==> src/rtl/prog_seq.sv <==
// Programmable control sequencer: fetches opcodes from an external program
// memory and strobes operand-load / bit-serial multiply / add enables.
module prog_seq #(
  parameter int Psize = 3,
  parameter int Isize = 2,
  parameter int N     = 8
) (
  input  logic                   i_clk,
  input  logic                   i_rst,
  input  logic                   i_sw,
  input  logic [Isize:0]         i_instr,
  output logic [Psize-1:0]       o_pc,
  output logic                   o_load_x,
  output logic                   o_mult_en,
  output logic                   o_mult_sel,
  output logic                   o_add_en,
  output logic [$clog2(N)-1:0]   o_bitcnt,
  output logic                   o_bit_first,
  output logic                   o_bit_last,
  output logic                   o_busy,
  output logic                   o_done
);

  localparam int BW = $clog2(N);
  localparam int IW = Isize + 1;

  localparam logic [BW-1:0] BIT_LAST   = BW'(N - 1);
  localparam logic [Isize:0] OP_MULT_YD = IW'(3'b010);
  localparam logic [Isize:0] OP_MULT_X  = IW'(3'b011);
  localparam logic [Isize:0] OP_ADD     = IW'(3'b100);
  localparam logic [Isize:0] OP_WAIT    = IW'(3'b110);
  localparam logic [Isize:0] OP_LOAD_X  = IW'(3'b111);

  typedef enum logic [1:0] {
    S_IDLE,
    S_FETCH,
    S_EXEC,
    S_WAIT
  } state_t;

  state_t            state_q, state_d;
  logic [Psize-1:0]  pc_q, pc_d;
  logic [Isize:0]    ir_q, ir_d;
  logic [BW-1:0]     bitcnt_q, bitcnt_d;

  logic is_mult;
  logic is_add;
  logic is_serial;

  always_ff @(posedge i_clk or posedge i_rst) begin
    if (i_rst) begin
      state_q  <= S_IDLE;
      pc_q     <= '0;
      ir_q     <= '0;
      bitcnt_q <= '0;
    end else begin
      state_q  <= state_d;
      pc_q     <= pc_d;
      ir_q     <= ir_d;
      bitcnt_q <= bitcnt_d;
    end
  end

  // Decode uses the latched instruction only, so memory changes during EXEC are harmless.
  always_comb begin
    is_mult   = (ir_q == OP_MULT_YD) || (ir_q == OP_MULT_X);
    is_add    = (ir_q == OP_ADD);
    is_serial = is_mult || is_add;
  end

  always_comb begin
    state_d     = state_q;
    pc_d        = pc_q;
    ir_d        = ir_q;
    bitcnt_d    = '0;
    o_load_x    = 1'b0;
    o_mult_en   = 1'b0;
    o_mult_sel  = 1'b0;
    o_add_en    = 1'b0;
    o_bit_first = 1'b0;
    o_bit_last  = 1'b0;
    o_busy      = 1'b0;
    o_done      = 1'b0;

    unique case (state_q)
      S_IDLE: begin
        pc_d = '0;
        if (i_sw) state_d = S_FETCH;
      end
      S_FETCH: begin
        o_busy  = 1'b1;
        ir_d    = i_instr;
        state_d = (i_instr == OP_WAIT) ? S_WAIT : S_EXEC;
      end
      S_EXEC: begin
        o_busy = 1'b1;
        if (is_serial) begin
          o_mult_en   = is_mult;
          o_mult_sel  = is_mult & ir_q[0];
          o_add_en    = is_add;
          o_bit_first = (bitcnt_q == '0);
          o_bit_last  = (bitcnt_q == BIT_LAST);
          if (bitcnt_q == BIT_LAST) begin
            pc_d    = pc_q + 1'b1;
            state_d = S_FETCH;
          end else begin
            bitcnt_d = bitcnt_q + 1'b1;
          end
        end else begin
          o_load_x = (ir_q == OP_LOAD_X);
          pc_d     = pc_q + 1'b1;
          state_d  = S_FETCH;
        end
      end
      S_WAIT: begin
        o_busy = 1'b1;
        o_done = 1'b1;
        if (!i_sw) begin
          pc_d    = '0;
          state_d = S_IDLE;
        end
      end
      default: state_d = S_IDLE;
    endcase
  end

  assign o_pc     = pc_q;
  assign o_bitcnt = bitcnt_q;

endmodule

==> config.mk <==
export PLATFORM = sky130hd
export DESIGN_NAME = prog_seq
export DESIGN_NICKNAME = d
export VERILOG_FILES = /design/src/rtl/prog_seq.sv
export SDC_FILE = /design/constraint.sdc
export NUM_CORES = 1
export LEC_CHECK = 0
export ABC_AREA = 1
export BUFFER_PORTS_ARGS = -buffer_cell sky130_fd_sc_hd__buf_2
export CORE_MARGIN = 1.5
export CORE_UTILIZATION = 48
export CTS_CLUSTER_DIAMETER = 50
export DETAILED_ROUTE_END_ITERATION = 10
export GPL_ROUTABILITY_DRIVEN = 1
export GPL_TIMING_DRIVEN = 0
export HOLD_SLACK_MARGIN = 0.06
export MAX_ROUTING_LAYER = met4
export PLACE_DENSITY = 0.82
export REMOVE_ABC_BUFFERS = 1
export SYNTH_ARGS = -nofsm -noshare
export SYNTH_HDL_FRONTEND = slang
export SYNTH_SLANG_ARGS = --single-unit
==> constraint.sdc <==
create_clock -name i_clk -period 1.6 [get_ports i_clk]
set_input_delay 0.24 -clock i_clk [delete_from_list [all_inputs] [get_ports i_clk]]
set_output_delay 0.24 -clock i_clk [all_outputs]
set_load 0.05 [all_outputs]
* Yosys cells after proc, flatten, opt, wreduce, memory -nomap -nowiden
Cells that the tools add are included.
** Word-level totals
- Logic and storage cells :: 54
- Output and inout bits :: 14
- Register bits :: 11
** Cells by class
- Bitwise operators :: 1
- Multiplexer cells :: 27
- $add $sub $neg :: 2
- Equal/unequal tests :: 12
- Reduce and logical (&&, ||, !) cells :: 8
** Operators with widths (count)
- two-way mux 3 bit :: 6
- two-way mux 1 bit :: 15
- == test 3 bit (second input constant) :: 4
- case mux 3 bit (3 select lines) :: 1
- two-way mux 2 bit :: 4
- case mux 2 bit (4 select lines) :: 1
- adder 3 x 1 -> 3 bit (second input constant) :: 2
- == test 3 x 2 -> 1 bit (second input constant) :: 2
- AND reduction 3 bit :: 2
- == test 2 bit (second input constant) :: 2
- inequality test 2 bit (second input constant) :: 2
- zero test 3 bit :: 1
- inequality test 3 bit (second input constant) :: 1
- nonzero test 3 bit :: 1
- OR reduction 3 bit :: 1
- == test 2 x 1 -> 1 bit (second input constant) :: 1
- zero test 2 bit :: 1
- logical OR 1 bit :: 2
- bitwise AND 1 bit :: 1

* Logic depth before layout (Yosys ltp)
- Word-level depth :: 5
- Depth in mapped cells :: 7

* Worst setup path before layout
OpenSTA, ideal clock, no wires.
- Kind :: register -> output
- Start point :: register bitcnt_q[0], in the netlist o_bitcnt[0]
- End point :: output o_bit_last
- Path slack :: -0.432 ns
- Buffers on the path :: 0
- Cell stages (with the launch flop) :: 5
- Arrival time :: 1.792 ns
- Path through :: dfrtp_1 > ha_1 > ha_1 > nand2_1 > nor2_1
** Between the ends
- Word-level cells in the longest chain between the ends :: 3
** Ends and longest elaborated chain
- from (decl) :: line 44 : logic [BW-1:0] bitcnt_q, bitcnt_d;
- from (signal assigned) :: line 60 : bitcnt_q <= bitcnt_d;
- == test 3 bit :: line 102 : o_bit_last = (bitcnt_q == BIT_LAST);
- two-way mux 1 bit :: line 97 : if (is_serial) begin
- two-way mux 1 bit :: line 85 : unique case (state_q)
- to (decl) :: line 19 : output logic o_bit_last,
No other way between the ends.

* Final worst setup path
- Start point :: register ir_q[2]
- End point :: output o_bit_first
** Between the ends
- Word-level cells in the longest chain between the ends :: 5
- Elaborated cells on any way between the ends :: 7
- Classes of those cells :: eq/ne: 3; mux: 2; reduce/logical: 2
** Ends and longest elaborated chain
- from (decl) :: line 43 : logic [Isize:0] ir_q, ir_d;
- from (signal assigned) :: line 59 : ir_q <= ir_d;
- == test 3 x 2 -> 1 bit :: line 66 : is_mult = (ir_q == OP_MULT_YD) || (ir_q == OP_MULT_X);
- logical OR 1 bit :: line 66
- logical OR 1 bit (*) :: line 68 : is_serial = is_mult || is_add;
- two-way mux 1 bit (*) :: line 97
- two-way mux 1 bit (*) :: line 85
- to (decl) :: line 18 : output logic o_bit_first,
Every way passes the cells marked *; elsewhere a longest branch is shown, timed or not.

==> run_results.csv <==
group,metric,value,unit
status,status,"finished clean",
sta,drv_slew,0,
global_routing,grt_pass1_vias,479,
finish,drive_above_1_share,0.425,
routing,vias,613,
logic_synthesis,yosys-top-cells-area,"dfrtp_1, nand2_1, ha_1",
finish,fin_cells,128,
setup_path,cp_num_buf_inv,3,
sta,rsz0062_at_grt,"yes",
die,num_rows,13,
setup_path,arrival,1.35,ns
sta,slew_headroom,0.721,
routing,wire_per_inst,11.2,um
logic_synthesis,syn-mean-instance-area,8.04,sq um
logic_synthesis,yosys.cell_types.count,16,
finish,stdcell_area,923,sq um
clock_tree,cts_buffers,3,
logic_synthesis,synth_warnings,0,
setup_path,critPathMaxStageDelay,0.40,ns
place,place_area,757,sq um
logic_synthesis,yosysMostFrequentCell,"nand2_1",
finish,final_net_count,124,
routing,vias_per_cell,4.79,
setup_path,critical_path.cell_chain,"inv_1 -> nand2_1 -> nand2_2 -> inv_4 -> nor2_2 -> buf_6",
clock_tree,clockRootBuffer,"clkbuf_4",
sta,fin_crit_sh,0.997,
hold_path,hp-class,"input pin to flip-flop",
sta,hold_viol,0,
global_routing,antenna_found_initial,0,
setup_path,critPathTopFamily,"flip-flops",
sta,fmax,627,MHz
power,p_per_area,1970,nW/um^2
die,core,1270,sq um
die,die_w,39.6,um
die,start_util,0.507,
global_routing,grt_use_total,0.186,
setup_path,critical_path.max_fanout,4,
setup_path,worstPathRequired,1.36,ns
place,place.gp.congestion,0.720,
finish,n_antenna_cell,0,
sta,worst_slew_pin_slew,0.417,ns
global_routing,grt_start_max_net_pins,12,
routing,wl,1.43,mm
power,p_leak,0.000513,uW
place,port_buffers,19,
setup_path,crit_path_end_kind,"output pin",
logic_synthesis,yosys.area.top_type,"dfrtp_1",
place,dp_cells,114,
logic_synthesis,syn-cell-area,643,sq um
logic_synthesis,synthCells,80,
logic_synthesis,yosysTopAreaCellShare,0.428,
routing,drc,0,
die,fp.dieH,39.6,um
clock_tree,cts.sinks,11,
setup_path,crit_type,"flip-flop to output pin",
logic_synthesis,async_reset_ff_frac,1.00,
setup_path,startpoint_type,"flip-flop",
place,hpwl,909,um
power,irDropWorstVdd,1.10,mV
global_routing,grt_pass1_wl,1.91,mm
logic_synthesis,ys_top_cells_by_count,"nand2_1, nor2_1, inv_1",
logic_synthesis,synth_ff_type,"dfrtp_1",
sta,setup_viol,0,
sta,finalWorstPathRequiredPeriod,1.59,ns
logic_synthesis,synth_seq_area_share,0.428,
setup_path,crit_slowest_cell,"dfrtp_1",
logic_synthesis,synth-seq-cells,11,
logic_synthesis,synth_edf_count,0,
finish,synthToLayoutAreaGrowth,43.6,%
clock_tree,cts_htree_levels,1,
routing,drt_iter0_drc,10,
die,io_pins,20,
run,maxCapViolCount,0,
clock_tree,clkLatencyLatePin,0.26,ns
routing,ant_nets,0,
sta,finalClockSkew,0.000804,ns
routing,dr.pass1.iters,4,
clock_tree,cts_tree,"built",
clock_tree,cts_buffer_depth,2,
die,die-area,1570,sq um
clock_tree,clk_pin_slew_worst_paths,0.07,ns
global_routing,grt-ovfl-total,0,
-- logic make-up after synthesis --
logic type / Yosys count / synth area share
and+or+nand+nor: 47 / 0.346
buffers and inverters: 13 / 0.0759
DFF: 11 / 0.428
AOI/OAI and AO/OA: 4 / 0.0486
adders and majority gates: 4 / 0.0778
muxes: 1 / 0.0233
-- placed cells by master, fill, tap and decap left out, types with 3 or more instances in the layout --
cell type	instances
inv_1	9
dfrtp_1	10
buf_6	3
nand2_1	21
nand2_4	3
nor2_1	11
inv_4	3
buf_4	9
buf_2	16
nand3_1	5
clkbuf_4	3
-- sequential cells by signal (all words and copies together), names as in the netlist --
name,count
ir_q,3
o_bitcnt,3
o_pc,3
state_q,2
-- report_power, final --
part / total [uW] / switching [uW] / internal (uW)
clock: 181 / 84.7 / 96.2
sequential: 469 / 89.3 / 379
combinational: 1170 / 766 / 405
total: 1820 / 940 / 880
-- per-layer routing --
| metal | up-vias | part of all wire | global-route usage |
|---|---|---|---|
| li1 | 314 | - | - |
| met4 | 0 | 0.0028 | 0.0776 |
| met3 | 2 | 0.043 | 0.0341 |
| met1 | 277 | 0.40 | 0.225 |
| met5 | - | 0 | - |
| met2 | 20 | 0.55 | 0.303 |
-- worst paths after layout --
check	startpoint	endpoint	slack (ns)	cells past startpoint
max	ir_q[2]$_DFFE_PP0N_	o_bit_first	0.005	6
min	i_instr[1]	ir_q[1]$_DFFE_PP0N_	0.23	2
max reg2reg	o_bitcnt[1]$_DFF_PP0_	o_pc[1]$_DFFE_PP0P_	0.25	7
min reg2reg	o_pc[1]$_DFFE_PP0P_	o_pc[1]$_DFFE_PP0P_	0.51	2
max in group asynchronous	i_rst	state_q[0]$_DFFE_PP0P_	0.77	3
min in group asynchronous	i_rst	o_bitcnt[1]$_DFF_PP0_	0.52	3
-- cell type report --
type	count	area, sq um
tap	15	18.8
timing repair buffer	29	191
multi-input combinational	56	354
inverter	13	56.3
sequential	11	277
clock buffer	4	26.3
fill	102	345
-- stage by stage --
| stage | setup TNS [ns] | utilization | hold slack [ns] | total power [uW] | setup WS, ns |
|---|---|---|---|---|---|
| floorplan | -1.01 | - | 0.0924 | 1220 | -0.432 |
| global route | -0.120 | 0.728 | 0.232 | 1970 | -0.0663 |
| global placement | 0 | 0.597 | 0.247 | 1370 | 0.210 |
| finish | 0 | 0.728 | 0.234 | 1820 | 0.00507 |
| detailed placement | 0 | 0.597 | 0.256 | 1400 | 0.168 |
| CTS | 0 | 0.654 | 0.236 | 1640 | 0.00562 |
-- what timing repair did --
action | 4_1_cts | 5_1_grt
endpoints found under the hold margin | 11 | 0
setup buffers | 2 | 7
hold buffers | 1 | 0
endpoints found under the setup margin | 3 | 3
pin swaps | 1 | 5
gates resized for setup | 9 | 13
No activity file was read; power rests on OpenSTA's default activity.
